### config.mk
export PLATFORM = sky130hd
export DESIGN_NAME = umi_reg_host_flat
export DESIGN_NICKNAME = d
export VERILOG_FILES = /design/src/rtl/umi_messages_pkg.sv /design/src/rtl/umi_reg_host_if.sv /design/src/rtl/umi_reg_host.sv /design/src/flat_wrapper.sv
export SDC_FILE = /design/constraint.sdc
export NUM_CORES = 1
export LEC_CHECK = 0
export ABC_CLOCK_PERIOD_IN_PS = 2850
export BUFFER_PORTS_ARGS = -buffer_cell sky130_fd_sc_hd__buf_4
export CORE_AREA = 2 2 409 411
export DETAILED_ROUTE_END_ITERATION = 16
export DIE_AREA = 0 0 411 413
export GPL_TIMING_DRIVEN = 0
export PLACE_DENSITY_LB_ADDON = 0.2
export SLEW_MARGIN = 40
export SYNTH_ARGS = -nofsm -noshare
export SYNTH_HDL_FRONTEND = slang
export SYNTH_SLANG_ARGS = --single-unit
### constraint.sdc
create_clock -name clk -period 2.85 [get_ports clk]
set_clock_uncertainty 0.15 [all_clocks]
set_input_delay 0.4275 -clock clk [delete_from_list [all_inputs] [get_ports clk]]
set_output_delay 0.4275 -clock clk [all_outputs]
set_load 0.05 [all_outputs]
### src/rtl/umi_messages_pkg.sv
// Shared UMI message definitions: opcodes, cmd field offsets, the cmd builder and field extractors.
package umi_messages_pkg;

  localparam int unsigned CmdW = 32;

  localparam logic [4:0] REQ_READ   = 5'h01;
  localparam logic [4:0] RESP_READ  = 5'h02;
  localparam logic [4:0] REQ_WRITE  = 5'h03;
  localparam logic [4:0] RESP_WRITE = 5'h04;

  localparam int unsigned OpcodeLsb = 0;
  localparam int unsigned SizeLsb   = 5;
  localparam int unsigned LenLsb    = 8;
  localparam int unsigned QosLsb    = 16;
  localparam int unsigned ProtLsb   = 20;
  localparam int unsigned EomBit    = 22;
  localparam int unsigned EofBit    = 23;
  localparam int unsigned ErrLsb    = 24;

  typedef enum logic [1:0] {
    RegErrOk      = 2'b00,
    RegErrIllegal = 2'b01,
    RegErrResp    = 2'b10,
    RegErrTimeout = 2'b11
  } reg_err_e;

  // QOS stays zero; EOF is always set because every request is a single-beat message.
  function automatic logic [CmdW-1:0] build_cmd(input logic [4:0] opcode,
                                                input logic [2:0] size,
                                                input logic [7:0] len,
                                                input logic [1:0] prot,
                                                input logic       eom);
    logic [CmdW-1:0] cmd;
    cmd                    = '0;
    cmd[OpcodeLsb +: 5]    = opcode;
    cmd[SizeLsb +: 3]      = size;
    cmd[LenLsb +: 8]       = len;
    cmd[ProtLsb +: 2]      = prot;
    cmd[EomBit]            = eom;
    cmd[EofBit]            = 1'b1;
    return cmd;
  endfunction

  function automatic logic [4:0] cmd_opcode(input logic [CmdW-1:0] cmd);
    return cmd[OpcodeLsb +: 5];
  endfunction

  function automatic logic [1:0] cmd_err(input logic [CmdW-1:0] cmd);
    return cmd[ErrLsb +: 2];
  endfunction

endpackage

### src/rtl/umi_reg_host_if.sv
// UMI host port: one request channel out of the host, one response channel back into it.
interface umi_reg_host_if #(
  parameter int unsigned CW = 32,
  parameter int unsigned AW = 64,
  parameter int unsigned DW = 256
);
  logic          req_valid;
  logic          req_ready;
  logic [CW-1:0] req_cmd;
  logic [AW-1:0] req_dstaddr;
  logic [AW-1:0] req_srcaddr;
  logic [DW-1:0] req_data;

  logic          resp_valid;
  logic          resp_ready;
  logic [CW-1:0] resp_cmd;
  logic [AW-1:0] resp_dstaddr;
  logic [AW-1:0] resp_srcaddr;
  logic [DW-1:0] resp_data;

  modport master (
    output req_valid, req_cmd, req_dstaddr, req_srcaddr, req_data, resp_ready,
    input  req_ready, resp_valid, resp_cmd, resp_dstaddr, resp_srcaddr, resp_data
  );

  modport slave (
    input  req_valid, req_cmd, req_dstaddr, req_srcaddr, req_data, resp_ready,
    output req_ready, resp_valid, resp_cmd, resp_dstaddr, resp_srcaddr, resp_data
  );
endinterface

### src/rtl/umi_reg_host.sv
// Register-bus to UMI host bridge: one outstanding single-beat read or write, with response
// matching, UMI error reporting and an optional response timeout.
module umi_reg_host
  import umi_messages_pkg::*;
#(
  parameter int unsigned CW      = 32,
  parameter int unsigned AW      = 64,
  parameter int unsigned DW      = 256,
  parameter int unsigned RW      = 32,
  parameter int unsigned TIMEOUT = 1024
) (
  input  logic          clk,
  input  logic          nreset,
  input  logic [AW-1:0] host_srcaddr_i,
  input  logic          reg_read_i,
  input  logic          reg_write_i,
  input  logic [AW-1:0] reg_addr_i,
  input  logic [RW-1:0] reg_wrdata_i,
  input  logic [1:0]    reg_prot_i,
  output logic          reg_ready_o,
  output logic          reg_done_o,
  output logic [RW-1:0] reg_rddata_o,
  output logic [1:0]    reg_err_o,
  umi_reg_host_if.master uhost
);

  localparam int unsigned CntW = (TIMEOUT == 0) ? 1 : $clog2(TIMEOUT + 1);
  localparam logic [CntW-1:0] CntLast = CntW'(TIMEOUT - 1);
  localparam logic [2:0] SizeEnc = 3'($clog2(RW / 8));

  typedef enum logic [1:0] {StIdle, StReq, StResp, StDone} state_e;

  state_e        state_q;
  logic          is_write_q;
  logic [CntW-1:0] cnt_q;
  logic          req_valid_q;
  logic [CW-1:0] req_cmd_q;
  logic [AW-1:0] req_dstaddr_q;
  logic [AW-1:0] req_srcaddr_q;
  logic [DW-1:0] req_data_q;
  logic          resp_ready_q;
  logic          done_q;
  logic [RW-1:0] rddata_q;
  logic [1:0]    err_q;

  logic          resp_fire;
  logic          resp_match;
  logic          tmo_hit;
  logic [4:0]    exp_resp_op;
  logic          unused_resp;

  assign exp_resp_op = is_write_q ? RESP_WRITE : RESP_READ;
  assign resp_fire   = uhost.resp_valid & resp_ready_q;
  assign resp_match  = resp_fire && (uhost.resp_dstaddr == host_srcaddr_i) &&
                       (cmd_opcode(uhost.resp_cmd[CmdW-1:0]) == exp_resp_op);
  assign tmo_hit     = (TIMEOUT != 0) && (cnt_q == CntLast);
  assign unused_resp = ^{uhost.resp_srcaddr, uhost.resp_data, uhost.resp_cmd};

  always_ff @(posedge clk or negedge nreset) begin
    if (!nreset) begin
      state_q       <= StIdle;
      is_write_q    <= 1'b0;
      cnt_q         <= '0;
      req_valid_q   <= 1'b0;
      req_cmd_q     <= '0;
      req_dstaddr_q <= '0;
      req_srcaddr_q <= '0;
      req_data_q    <= '0;
      resp_ready_q  <= 1'b0;
      done_q        <= 1'b0;
      rddata_q      <= '0;
      err_q         <= RegErrOk;
    end else begin
      // Responses are always drained; anything outside StResp is simply dropped.
      resp_ready_q <= 1'b1;
      done_q       <= 1'b0;
      unique case (state_q)
        StIdle: begin
          if (reg_read_i && reg_write_i) begin
            state_q  <= StDone;
            done_q   <= 1'b1;
            err_q    <= RegErrIllegal;
            rddata_q <= '0;
          end else if (reg_read_i || reg_write_i) begin
            state_q       <= StReq;
            is_write_q    <= reg_write_i;
            req_valid_q   <= 1'b1;
            req_cmd_q     <= CW'(build_cmd(reg_write_i ? REQ_WRITE : REQ_READ, SizeEnc, 8'h00,
                                           reg_prot_i, 1'b1));
            req_dstaddr_q <= reg_addr_i;
            req_srcaddr_q <= host_srcaddr_i;
            req_data_q    <= reg_write_i ? DW'(reg_wrdata_i) : '0;
          end
        end
        StReq: begin
          if (uhost.req_ready) begin
            req_valid_q <= 1'b0;
            cnt_q       <= '0;
            state_q     <= StResp;
          end
        end
        StResp: begin
          // A match wins over expiry on the same cycle.
          if (resp_match) begin
            state_q  <= StDone;
            done_q   <= 1'b1;
            err_q    <= (cmd_err(uhost.resp_cmd[CmdW-1:0]) != 2'b00) ? RegErrResp : RegErrOk;
            rddata_q <= is_write_q ? '0 : uhost.resp_data[RW-1:0];
          end else if (tmo_hit) begin
            state_q  <= StDone;
            done_q   <= 1'b1;
            err_q    <= RegErrTimeout;
            rddata_q <= '0;
          end else begin
            cnt_q <= cnt_q + CntW'(1);
          end
        end
        StDone: begin
          state_q <= StIdle;
        end
        default: begin
          state_q <= StIdle;
        end
      endcase
    end
  end

  assign reg_ready_o       = (state_q == StIdle);
  assign reg_done_o        = done_q;
  assign reg_rddata_o      = rddata_q;
  assign reg_err_o         = err_q;
  assign uhost.req_valid   = req_valid_q;
  assign uhost.req_cmd     = req_cmd_q;
  assign uhost.req_dstaddr = req_dstaddr_q;
  assign uhost.req_srcaddr = req_srcaddr_q;
  assign uhost.req_data    = req_data_q;
  assign uhost.resp_ready  = resp_ready_q;

endmodule
### src/flat_wrapper.sv
// flat-port wrapper written by rule: the top's interface ports become plain ports
module umi_reg_host_flat import umi_messages_pkg::*;
#(
  parameter int unsigned CW      = 32,
  parameter int unsigned AW      = 64,
  parameter int unsigned DW      = 256,
  parameter int unsigned RW      = 32,
  parameter int unsigned TIMEOUT = 1024
)
  (clk, nreset, host_srcaddr_i, reg_read_i, reg_write_i, reg_addr_i, reg_wrdata_i, reg_prot_i, reg_ready_o, reg_done_o, reg_rddata_o, reg_err_o, uhost_req_valid, uhost_req_cmd, uhost_req_dstaddr, uhost_req_srcaddr, uhost_req_data, uhost_resp_ready, uhost_req_ready, uhost_resp_valid, uhost_resp_cmd, uhost_resp_dstaddr, uhost_resp_srcaddr, uhost_resp_data);
  umi_reg_host_if #(.CW(CW), .AW(AW), .DW(DW)) uhost_i ();
  input  logic clk;
  input  logic nreset;
  input  logic [AW-1:0] host_srcaddr_i;
  input  logic reg_read_i;
  input  logic reg_write_i;
  input  logic [AW-1:0] reg_addr_i;
  input  logic [RW-1:0] reg_wrdata_i;
  input  logic [1:0] reg_prot_i;
  output logic reg_ready_o;
  output logic reg_done_o;
  output logic [RW-1:0] reg_rddata_o;
  output logic [1:0] reg_err_o;
  output wire logic [$bits(uhost_i.req_valid)-1:0] uhost_req_valid;
  output wire logic [$bits(uhost_i.req_cmd)-1:0] uhost_req_cmd;
  output wire logic [$bits(uhost_i.req_dstaddr)-1:0] uhost_req_dstaddr;
  output wire logic [$bits(uhost_i.req_srcaddr)-1:0] uhost_req_srcaddr;
  output wire logic [$bits(uhost_i.req_data)-1:0] uhost_req_data;
  output wire logic [$bits(uhost_i.resp_ready)-1:0] uhost_resp_ready;
  input wire logic [$bits(uhost_i.req_ready)-1:0] uhost_req_ready;
  input wire logic [$bits(uhost_i.resp_valid)-1:0] uhost_resp_valid;
  input wire logic [$bits(uhost_i.resp_cmd)-1:0] uhost_resp_cmd;
  input wire logic [$bits(uhost_i.resp_dstaddr)-1:0] uhost_resp_dstaddr;
  input wire logic [$bits(uhost_i.resp_srcaddr)-1:0] uhost_resp_srcaddr;
  input wire logic [$bits(uhost_i.resp_data)-1:0] uhost_resp_data;
  assign uhost_req_valid = uhost_i.req_valid;
  assign uhost_req_cmd = uhost_i.req_cmd;
  assign uhost_req_dstaddr = uhost_i.req_dstaddr;
  assign uhost_req_srcaddr = uhost_i.req_srcaddr;
  assign uhost_req_data = uhost_i.req_data;
  assign uhost_resp_ready = uhost_i.resp_ready;
  assign uhost_i.req_ready = uhost_req_ready;
  assign uhost_i.resp_valid = uhost_resp_valid;
  assign uhost_i.resp_cmd = uhost_resp_cmd;
  assign uhost_i.resp_dstaddr = uhost_resp_dstaddr;
  assign uhost_i.resp_srcaddr = uhost_resp_srcaddr;
  assign uhost_i.resp_data = uhost_resp_data;
  umi_reg_host #(.CW(CW), .AW(AW), .DW(DW), .RW(RW), .TIMEOUT(TIMEOUT)) u_core (.clk(clk), .nreset(nreset), .host_srcaddr_i(host_srcaddr_i), .reg_read_i(reg_read_i), .reg_write_i(reg_write_i), .reg_addr_i(reg_addr_i), .reg_wrdata_i(reg_wrdata_i), .reg_prot_i(reg_prot_i), .reg_ready_o(reg_ready_o), .reg_done_o(reg_done_o), .reg_rddata_o(reg_rddata_o), .reg_err_o(reg_err_o), .uhost(uhost_i));
endmodule
==> results.yml, run 1 <==
logic_synthesis:
  synth_top_family_by_area: "buffers and inverters"
  synth_mux_area_share_pct: 12.8
  ys_seq_area_share_pct: 47.5
  synth_edf_count: 0
  yosys.area_share.simple_pct: 9.99
  synth_top_area_share_pct: 47.5
  synth_xor_area_share_pct: 3.81
  synth_compound_area_share_pct: 6.62
  post_synth_num_cell_types: 54
  synthArstFlopShare_pct: 100
  syn_avg_cell_area_sq_um: 11.0
  synthAdderAreaFrac_pct: 0.444
  synth.yosys.warnings: 0
  ys.flop_type: "dfrtp_1"
  synth_area_leaders: "dfrtp_1 48%, buf_4 17%, mux2_2 13%"
  ys_ff_latch: 214
  synth_area_sq_um: 11300
  yosys.area.top_type: "dfrtp_1"
  synth_cells: 1024
detailed_routing:
  via_count: 10400
  drc: 0
  wire_per_inst_microns: 14.9
  dr.pass1.iters: 6
  via_per_inst: 2.45
  totalWireLength_microns: 62800
  drtIter0Drc: 230
  ant_nets: 0
setup_path:
  slowest_stage: "xnor2_1"
  worstPathMaxFanout: 10
  worstPathCellList: "buf_4 -> xnor2_1 -> nand4_1 -> nor4_1 -> nand4_1 -> or2_1 -> clkbuf_1 -> nor4_4 -> buf_12 -> clkbuf_4 -> a22o_1"
  cpPeakStageDelay_ns: 0.52
  cp-start-kind: "input port"
  cp-end-kind: "flip-flop"
  crit_type: "in -> reg"
  path_buf_inv: 4
  critPathRequiredTime_ns: 3.23
  crit_top_cell: "nand4_1"
  arrival_ns: 3.16
  critPathTopFamily: "simple AND/OR/NAND/NOR gates"
pwr:
  power_density_nw_per_um2: 942
  p_leak_nw: 10.2
  ir_drop_uv: 598
placed_design:
  finalWeightedCongestion: 0.728
  dp_cells: 3955
  io_buffers: 474
  dp_hpwl_microns: 51600
  dp_slack_ns: -1.46
sta:
  maxSlewHeadroom_pct: 43.3
  finalCritPeriodShare_pct: 97.6
  setup_ws_ns: 0.0696
  finalHoldViolCount: 0
  period_needed_ns: 2.78
  max_freq_ghz: 0.360
  setup_viol: 0
  final_max_slew_viol_count: 0
  tightest_slew_ns: 0.851
  hold_ws_ns: 0.119
  rsz0062_at_grt: "false"
status:
  status: "finished clean"
global_route:
  grt_antenna_before_repair: 20
  track_usage_pct: 7.11
  grt_pass1_wl_microns: 83500
  grt-ovfl-total: 0
  grt_pass1_vias: 10500
  grt_max_degree: 52
worst_hold_path:
  hp-class: "in -> async"
clock_network:
  cts-buffers-inserted: 36
  clk_latency_ns: 0.57
  clkTransAtPathRegs_ns: 0.05
  cts-htree-levels: 2
  cts_root_buf: "clkbuf_16"
  cts_tree: "yes"
  clock-sinks: 214
  max-clock-path-buffers: 3
floorplanning:
  fp.dieW_microns: 411
  start_util_pct: 6.79
  dieHeight_microns: 413
  core_area_sq_um: 166000
  die_area_sq_um: 170000
  ios: 1038
  row_count: 150
finish:
  drive_above_1_share_pct: 47.9
  final_cells: 4219
  postLayoutCoreUtil_pct: 13.2
  syn2layout_area_growth_pct: 94.8
  final_nets: 2573
job:
  maxCapViolCount: 0
## routing by layer
metal	routed length, microns	GRT usage [%]	share of wire, %	up-vias
met1	23300	7.68	37	4831
met4	2520	3.42	4.0	6
met5	46	0	0.073	-
li1	-	-	-	4932
met3	7170	3.45	11	81
met2	29800	11.6	47	507
## worst register-to-register path: cells and delay by family, from the launching register on
kind / cells / cell delay [ns]
DFF: 1 / 0.34
AOI/OAI and AO/OA: 1 / 0.17
and+or+nand+nor: 6 / 1.29
buffers and inverters: 3 / 0.67
## cell type report
class	instances	area, sq um
Clock buffer	52	1070
Fill cell	19100	144000
Timing Repair Buffer	675	5670
Inverter	12	45.0
Clock inverter	10	125
Multi-Input combinational cell	753	4800
Tap cell	2204	2760
Buffer	293	2110
Sequential cell	214	5360
Antenna cell	6	15.0
## final timing paths
| check | from | endpoint | slack, ns | cells after the start |
|---|---|---|---|---|
| worst max-delay path | host_srcaddr_i[39] | u_core.reg_rddata_o[20] | 0.07 | 11 |
| worst min-delay path | nreset | u_core.uhost.req_srcaddr[40] | 0.12 | 2 |
| worst max register to register | u_core.uhost.resp_ready | u_core.reg_rddata_o[20] | 0.19 | 10 |
| worst min register to register | u_core.uhost.req_data[25] | u_core.uhost.req_data[25] | 0.32 | 2 |
| max in group asynchronous | nreset | u_core.uhost.req_data[21] | 0.74 | 6 |
| min in group clk | reg_read_i | u_core.reg_done_o | 0.12 | 3 |
## state kept, by name, indices dropped and copies added (netlist names)
name                      cells
u_core.uhost.req_dstaddr     64
u_core.uhost.req_srcaddr     64
u_core.reg_rddata_o          32
u_core.uhost.req_data        32
u_core.cnt_q                 11
u_core.uhost.req_cmd          4
u_core.reg_err_o              2
u_core.state_q                2
u_core.reg_done_o             1
u_core.uhost.req_valid        1
u_core.uhost.resp_ready       1
## kinds of logic after synthesis
group / Yosys count
other: 2
adders and majority gates: 4
xor gates and xnor gates: 49
AOI/OAI and AO/OA: 106
DFF: 214
and+or+nand+nor: 216
buffers and inverters: 305
muxes: 128
## through the flow
step | cell area [sq um] | setup TNS [ns] | power (mW)
after detailed placement | 18700 | -193.17 | 16.1
after floorplan | 12200 | 0 | 12.1
after global placement | 18500 | -650.28 | 16.0
after CTS | 21900 | 0 | 21.2
final | 22000 | 0 | 20.7
after global routing | 21900 | 0 | 21.8
## power breakdown
| group | internal (mW) | total [mW] | switching (mW) |
|---|---|---|---|
| Combinational | 3.51 | 11.1 | 7.64 |
| Clock | 2.72 | 4.57 | 1.86 |
| Sequential | 4.26 | 4.96 | 0.698 |
| Total | 10.5 | 20.7 | 10.2 |
## synth_stat cells, drive strengths merged, types with 2 or more instances
cell type  count
o22ai          2
o21ai         41
buf          264
nand2b        32
nor4          10
o211ai         2
dfrtp        214
nor2          10
conb           2
xnor2         49
ha             4
a31oi          4
and4           2
and3           4
a211o          3
a41oi          2
nor3          10
o211a          2
nor3b          2
nand2         90
nand4         36
nand3         11
a22o          33
clkbuf        29
inv           12
a21oi          6
and2           5
mux2         128
## repair_timing
action,in CTS,in global routing
hold endpoints to repair,266,0
hold buffers,192,0
pin swaps,1,1
resized for setup,22,11
endpoints found under the setup margin,201,33
buffers inserted,2,2
## layout by cell type, fill, tap and decap left out, types with 8 or more instances in the layout
| master | netlist | routed |
|---|---|---|
| a22o_1 | 33 | 33 |
| buf_2 | 10 | 8 |
| buf_4 | 253 | 731 |
| clkbuf_1 | 29 | 19 |
| clkbuf_16 | 0 | 37 |
| clkbuf_2 | 0 | 12 |
| clkbuf_8 | 0 | 10 |
| conb_1 | 2 | 250 |
| dfrtp_1 | 214 | 213 |
| dlygate4sd3_1 | 0 | 192 |
| inv_1 | 12 | 12 |
| mux2_2 | 127 | 127 |
| nand2_1 | 90 | 90 |
| nand2b_1 | 32 | 31 |
| nand3_1 | 11 | 11 |
| nand4_1 | 35 | 35 |
| nor2_1 | 10 | 10 |
| nor3_1 | 10 | 10 |
| nor4_1 | 9 | 8 |
| o21ai_0 | 39 | 39 |
| xnor2_1 | 49 | 45 |
(Power assumes the default switching activity.)
==> run 2: changes to the inputs <==
RECOVER_POWER = 50   (was not set)
==> results.yml, run 2 (synthesized netlist as in run 1, its figures left out) <==
pwr:
  p_switching_mw: 10.2
  swShare_pct: 51.7
  p_clk_share_pct: 23.3
  pwr-share-comb_pct: 51.7
  seqPwrFrac_pct: 25.1
  power.internal_mw: 9.49
  p_leak_nw: 9.47
  p_total_mw: 19.7
  power_density_nw_per_um2: 926
  ir_drop_uv: 572
floorplanning:
  dieHeight_microns: 413
  fp.dieW_microns: 411
  row_count: 150
  start_util_pct: 6.79
  ios: 1038
  die_area_sq_um: 170000
  core_area_sq_um: 166000
detailed_routing:
  wire_per_inst_microns: 14.9
  via_count: 10300
  via_per_inst: 2.45
  ant_nets: 0
  drc: 0
  drtIter0Drc: 244
  dr.pass1.iters: 6
  totalWireLength_microns: 62700
setup_path:
  arrival_ns: 3.15
  worstPathMaxFanout: 10
  critPathRequiredTime_ns: 3.23
  crit_type: "in -> reg"
  cp-end-kind: "flip-flop"
  startpoint: "host_srcaddr_i[39]"
  worstReg2RegStart: "u_core.uhost.resp_ready"
  cp-start-kind: "input port"
placed_design:
  io_buffers: 474
  dp_cells: 3955
  dp_hpwl_microns: 51600
  finalWeightedCongestion: 0.728
global_route:
  grt_pass1_vias: 10500
  grt_pass1_wl_microns: 83500
  grt-ovfl-total: 0
  grt_antenna_before_repair: 20
  grt_max_degree: 52
  track_usage_pct: 7.11
clock_network:
  clkTransAtPathRegs_ns: 0.05
  cts-htree-levels: 2
  max-clock-path-buffers: 3
  cts-buffers-inserted: 36
  cts_root_buf: "clkbuf_16"
  clk_latency_ns: 0.57
  clock-sinks: 214
  cts_tree: "yes"
finish:
  mostFrequentLayoutCell: "buf_4"
  syn2layout_area_growth_pct: 88.4
  final_cell_mix: "542 x buf_4, 250 x conb_1, 213 x dfrtp_1, 208 x clkbuf_1, 192 x dlygate4sd3_1"
  final_nets: 2573
  final_cells: 4217
  drive_above_1_share_pct: 38.5
  fillers: 19200
sta:
  maxSlewHeadroom_pct: 33.0
  final_max_slew_viol_count: 0
  max_freq_ghz: 0.360
  finalCritPeriodShare_pct: 97.4
  finalHoldViolCount: 0
  tightest_slew_ns: 1.01
  rsz0062_at_grt: "false"
  period_needed_ns: 2.78
  setup_viol: 0
job:
  maxCapViolCount: 0
worst_hold_path:
  hp-class: "in -> async"
status:
  status: "finished clean"
run 2: cell count changes in the layout (fill, tap and decap cells not counted):
cell / previous run / this run
buf_4: 731 / 542
clkbuf_1: 19 / 208
diode_2: 6 / 4
run 2: critical path, stage by stage:
cell and delay, ns:
buf_4 0.11, xnor2_1 0.53, nand4_1 0.26, nor4_1 0.31, nand4_1 0.17, or2_1 0.27
clkbuf_1 0.22, nor4_4 0.23, buf_12 0.17, clkbuf_4 0.27, a22o_1 0.17
run 2: power groups by stage:
| stage | Sequential, mW | Combinational (mW) | Clock (mW) |
|---|---|---|---|
| floorplan | 8.99 | 3.07 | 0 |
| global placement | 4.98 | 11.1 | 0 |
| detailed placement | 4.99 | 11.1 | 0 |
| CTS | 4.97 | 11.4 | 4.87 |
| global route | 5.08 | 10.8 | 4.97 |
| finish | 4.92 | 10.2 | 4.57 |
run 2: worst paths after layout:
kind / cells past startpoint / to / slack [ns]
min in group clk: 3 / u_core.reg_done_o / 0.13
setup reg to reg: 10 / u_core.reg_rddata_o[20] / 0.20
setup / recovery: 11 / u_core.reg_rddata_o[20] / 0.07
hold / removal: 2 / u_core.uhost.req_srcaddr[40] / 0.12
hold reg to reg: 2 / u_core.uhost.req_data[25] / 0.32
max in group asynchronous: 6 / u_core.uhost.req_data[21] / 0.73
run 2: what timing repair did:
item / CTS / global route
endpoints found under the hold margin: 266 / 0
gates resized for setup: 22 / 11
setup endpoints to repair: 201 / 33
hold buffers: 192 / 0
buffers inserted: 2 / 2
pin swaps: 1 / 1
run 2: final cells by class:
cell class                 count  area [sq um]  share of cell area, %
sequential                   214          5360                   25.2
tap                         2204          2760                   13.0
buffer                       293          2110                   9.96
clock inverter                10           125                  0.589
inverter                      12          45.0                  0.212
antenna                        4          10.0                 0.0471
timing repair buffer         675          4960                   23.3
clock buffer                  52          1070                   5.05
multi-input combinational    753          4800                   22.6
run 2: per-layer routing:
metal	routed length (microns)	vias to the layer above	track usage [%]
met5	46	-	0
met3	6870	86	3.45
met4	2700	6	3.42
met2	29500	506	11.6
li1	-	4931	-
met1	23500	4795	7.68
run 2: metrics by stage:
stage / cell area (sq um) / setup TNS [ns] / hold WS (ns) / setup slack [ns] / utilization, %
finish: 21200 / 0 / 0.118 / 0.0735 / 12.8
global route: 21200 / 0 / 0.100 / 0.00515 / 12.8
CTS: 21900 / 0 / 0.0599 / 0.0128 / 13.2
detailed placement: 18700 / -193.17 / 0.151 / -1.46 / 11.3
global placement: 18500 / -650.28 / 0.321 / -2.46 / 11.2
floorplan: 12200 / 0 / -0.0181 / 0.375 / -
==> run 3: changes to the inputs <==
ABC_AREA = 1   (was not set)
CORE_AREA = 2 2 408 410   (was 2 2 409 411)
DIE_AREA = 0 0 410 412   (was 0 0 411 413)
==> results.yml, run 3 <==
setup_path:
  path_buf_inv: 4
  worstReg2RegStart: "u_core.uhost.resp_ready"
  cpPeakStageDelay_ns: 0.55
  regToRegSetupSlack_ns: 0.26
  cp-end-kind: "flip-flop"
  cp-start-kind: "input port"
  critPathTopFamily: "simple AND/OR/NAND/NOR gates"
  reg2regPathDepth: 15
  critPathRequiredTime_ns: 3.15
  crit_type: "in -> reg"
  worstPathCellList: "dlygate4sd3_1 -> buf_4 -> nand2_1 -> nand2_1 -> nor2_1 -> nand2_2 -> nor2_4 -> nand2_1 -> nor2_2 -> nand3_4 -> nand3_4 -> nand2_4 -> buf_6 -> buf_6 -> nand2_1 -> o21ai_1"
  worstPathMaxFanout: 10
  crit_top_cell: "nand2_1"
  slowest_stage: "dlygate4sd3_1"
  arrival_ns: 3.03
  r2r_end: "u_core.reg_rddata_o[24]"
global_route:
  grt-ovfl-total: 0
  grt_pass1_vias: 12900
  grt_pass1_wl_microns: 104000
  use_met1_pct: 11.2
  grt_max_degree: 58
  top_usage_layer: "met2"
  grt_antenna_before_repair: 22
  use_met2_pct: 14.5
  use_met3_pct: 3.32
  track_usage_pct: 8.94
logic_synthesis:
  syn_avg_cell_area_sq_um: 7.46
  synthArstFlopShare_pct: 100
  synth_common_cells: "626 x nand2_1, 254 x buf_4, 214 x dfrtp_1"
  ys_seq_area_share_pct: 43.8
  synth_cells: 1639
  post_synth_num_cell_types: 33
  synth_area_leaders: "dfrtp_1 44%, nand2_1 19%, buf_4 16%"
  synth.most_common_cell: "nand2_1"
  synth_area_sq_um: 12200
  synth_edf_count: 0
  ys_ff_latch: 214
  yosys.area.top_type: "dfrtp_1"
  synth_top_area_share_pct: 43.8
  synth.yosys.warnings: 0
  ys.flop_type: "dfrtp_1"
clock_network:
  cts-buffers-inserted: 34
  cts_tree: "yes"
  clock-sinks: 214
  clk_latency_ns: 0.57
  cts_root_buf: "clkbuf_16"
  max-clock-path-buffers: 3
  clkTransAtPathRegs_ns: 0.05
  cts-htree-levels: 2
detailed_routing:
  ant_nets: 0
  dr.pass1.iters: 5
  drtIter0Drc: 728
  wire_per_inst_microns: 16.3
  drc: 0
  via_per_inst: 2.68
  via_count: 12900
  totalWireLength_microns: 78300
finish:
  final_cell_mix: "623 x nand2_1, 578 x buf_4, 250 x conb_1, 214 x dfrtp_1, 174 x clkbuf_1"
  fillers: 19200
  drive_above_1_share_pct: 27.2
  final_nets: 3153
  mostFrequentLayoutCell: "nand2_1"
  syn2layout_area_growth_pct: 79.7
  postLayoutCellArea_sq_um: 22000
pwr:
  power_density_nw_per_um2: 890
  ir_drop_uv: 410
  p_leak_nw: 11.0
sta:
  period_needed_ns: 2.73
  maxSlewHeadroom_pct: -9.21
  finalCritPeriodShare_pct: 95.8
  tightest_slew_ns: 1.64
  setup_ws_ns: 0.119
  finalHoldViolCount: 0
  final_max_slew_viol_count: 52
  setup_viol: 0
  rsz0062_at_grt: "false"
  max_freq_ghz: 0.366
placed_design:
  io_buffers: 474
  placed_area_sq_um: 19600
  dp_hpwl_microns: 66500
  dp_slack_ns: -1.46
  finalWeightedCongestion: 0.822
floorplanning:
  row_count: 149
  core_area_sq_um: 164000
  fp.dieW_microns: 410
  die_area_sq_um: 169000
  dieHeight_microns: 412
  start_util_pct: 7.44
  ios: 1038
job:
  maxCapViolCount: 1
status:
  status: "finished, violations left"
  violations: "capacitance limit, slew limit"
worst_hold_path:
  hold_depth: 3
  min_to: "u_core.uhost.req_srcaddr[54]"
  hold_start: "host_srcaddr_i[54]"
  hp-class: "in -> reg"
-- run 3: final cells by class --
type | instances | area (sq um) | share of cell area, %
antenna | 12 | 30.0 | 0.137
buffer | 312 | 2220 | 10.1
clock buffer | 47 | 990 | 4.51
clock inverter | 14 | 201 | 0.917
inverter | 154 | 578 | 2.63
multi-input combinational | 1207 | 5130 | 23.4
sequential | 214 | 5360 | 24.4
tap | 2189 | 2740 | 12.5
timing repair buffer | 642 | 4720 | 21.5
-- run 3: how the worst max path moves through the flow --
stage	from	endpoint	slack, ns	depth (start not counted)
final	host_srcaddr_i[60]	u_core.reg_rddata_o[24]	0.12	16
after global routing	u_core.uhost.resp_ready	u_core.reg_rddata_o[24]	0.01	15
after CTS	u_core.state_q[0]	u_core.uhost.req_srcaddr[10]	0.004	10
after detailed placement	host_srcaddr_i[63]	u_core.reg_rddata_o[21]	-1.46	15
after global placement	host_srcaddr_i[63]	u_core.reg_rddata_o[21]	-1.52	15
after floorplan	u_core.state_q[0]	u_core.uhost.req_srcaddr[10]	0.59	10
-- run 3: power by group --
| part | internal (mW) | switching (mW) | total [mW] |
|---|---|---|---|
| clock | 2.80 | 1.79 | 4.59 |
| combinational | 2.20 | 7.98 | 10.2 |
| sequential | 4.13 | 0.659 | 4.79 |
-- run 3: logic make-up after synthesis --
family / share of synthesized area, %
AOI/OAI and AO/OA: 5.99
xor gates and xnor gates: 0.717
adders and majority gates: 0.410
buffers and inverters: 22.6
DFF: 43.8
other: 0.0615
and+or+nand+nor: 26.4
-- run 3: layer usage --
layer,part of all wire [%],vias up
met5,0.073,-
met4,2.0,10
met3,9.5,72
met2,45,570
met1,43,5794
li1,-,6414
-- run 3: repair_timing --
action / 4_1_cts / 5_1_grt
endpoints found under the setup margin: 213 / 73
setup buffers: 0 / 2
gates cloned: 0 / 0
resized for setup: 33 / 12
pin swaps: 2 / 3
endpoints found under the hold margin: 213 / 0
hold buffers: 163 / 0
-- run 3: worst register-to-register path, cell delays in order (launching register included) --
cell and delay (ns):
dfrtp_1 0.37, nand2_1 0.06, inv_1 0.07, nand2_1 0.08, nor2_4 0.25, nand2_2 0.14
nor2_4 0.17, nand2_1 0.08, nor2_2 0.17, nand3_4 0.18, nand3_4 0.17, nand2_4 0.11
buf_6 0.18, buf_6 0.15, nand2_1 0.06, o21ai_1 0.06
-- run 3: stage by stage --
stage | utilization, % | TNS [ns] | std cells | hold WS (ns) | power [mW]
final | 13.4 | 0 | 4791 | 0.0297 | 19.6
after CTS | 13.7 | 0 | 4777 | 0.00158 | 20.9
after global placement | 11.8 | -451.93 | 4550 | 0.315 | 15.8
after global routing | 13.4 | 0 | 4779 | 0.0102 | 20.9
after floorplan | - | 0 | 1887 | -0.0181 | 11.6
after detailed placement | 11.9 | -205.77 | 4553 | 0.248 | 15.8
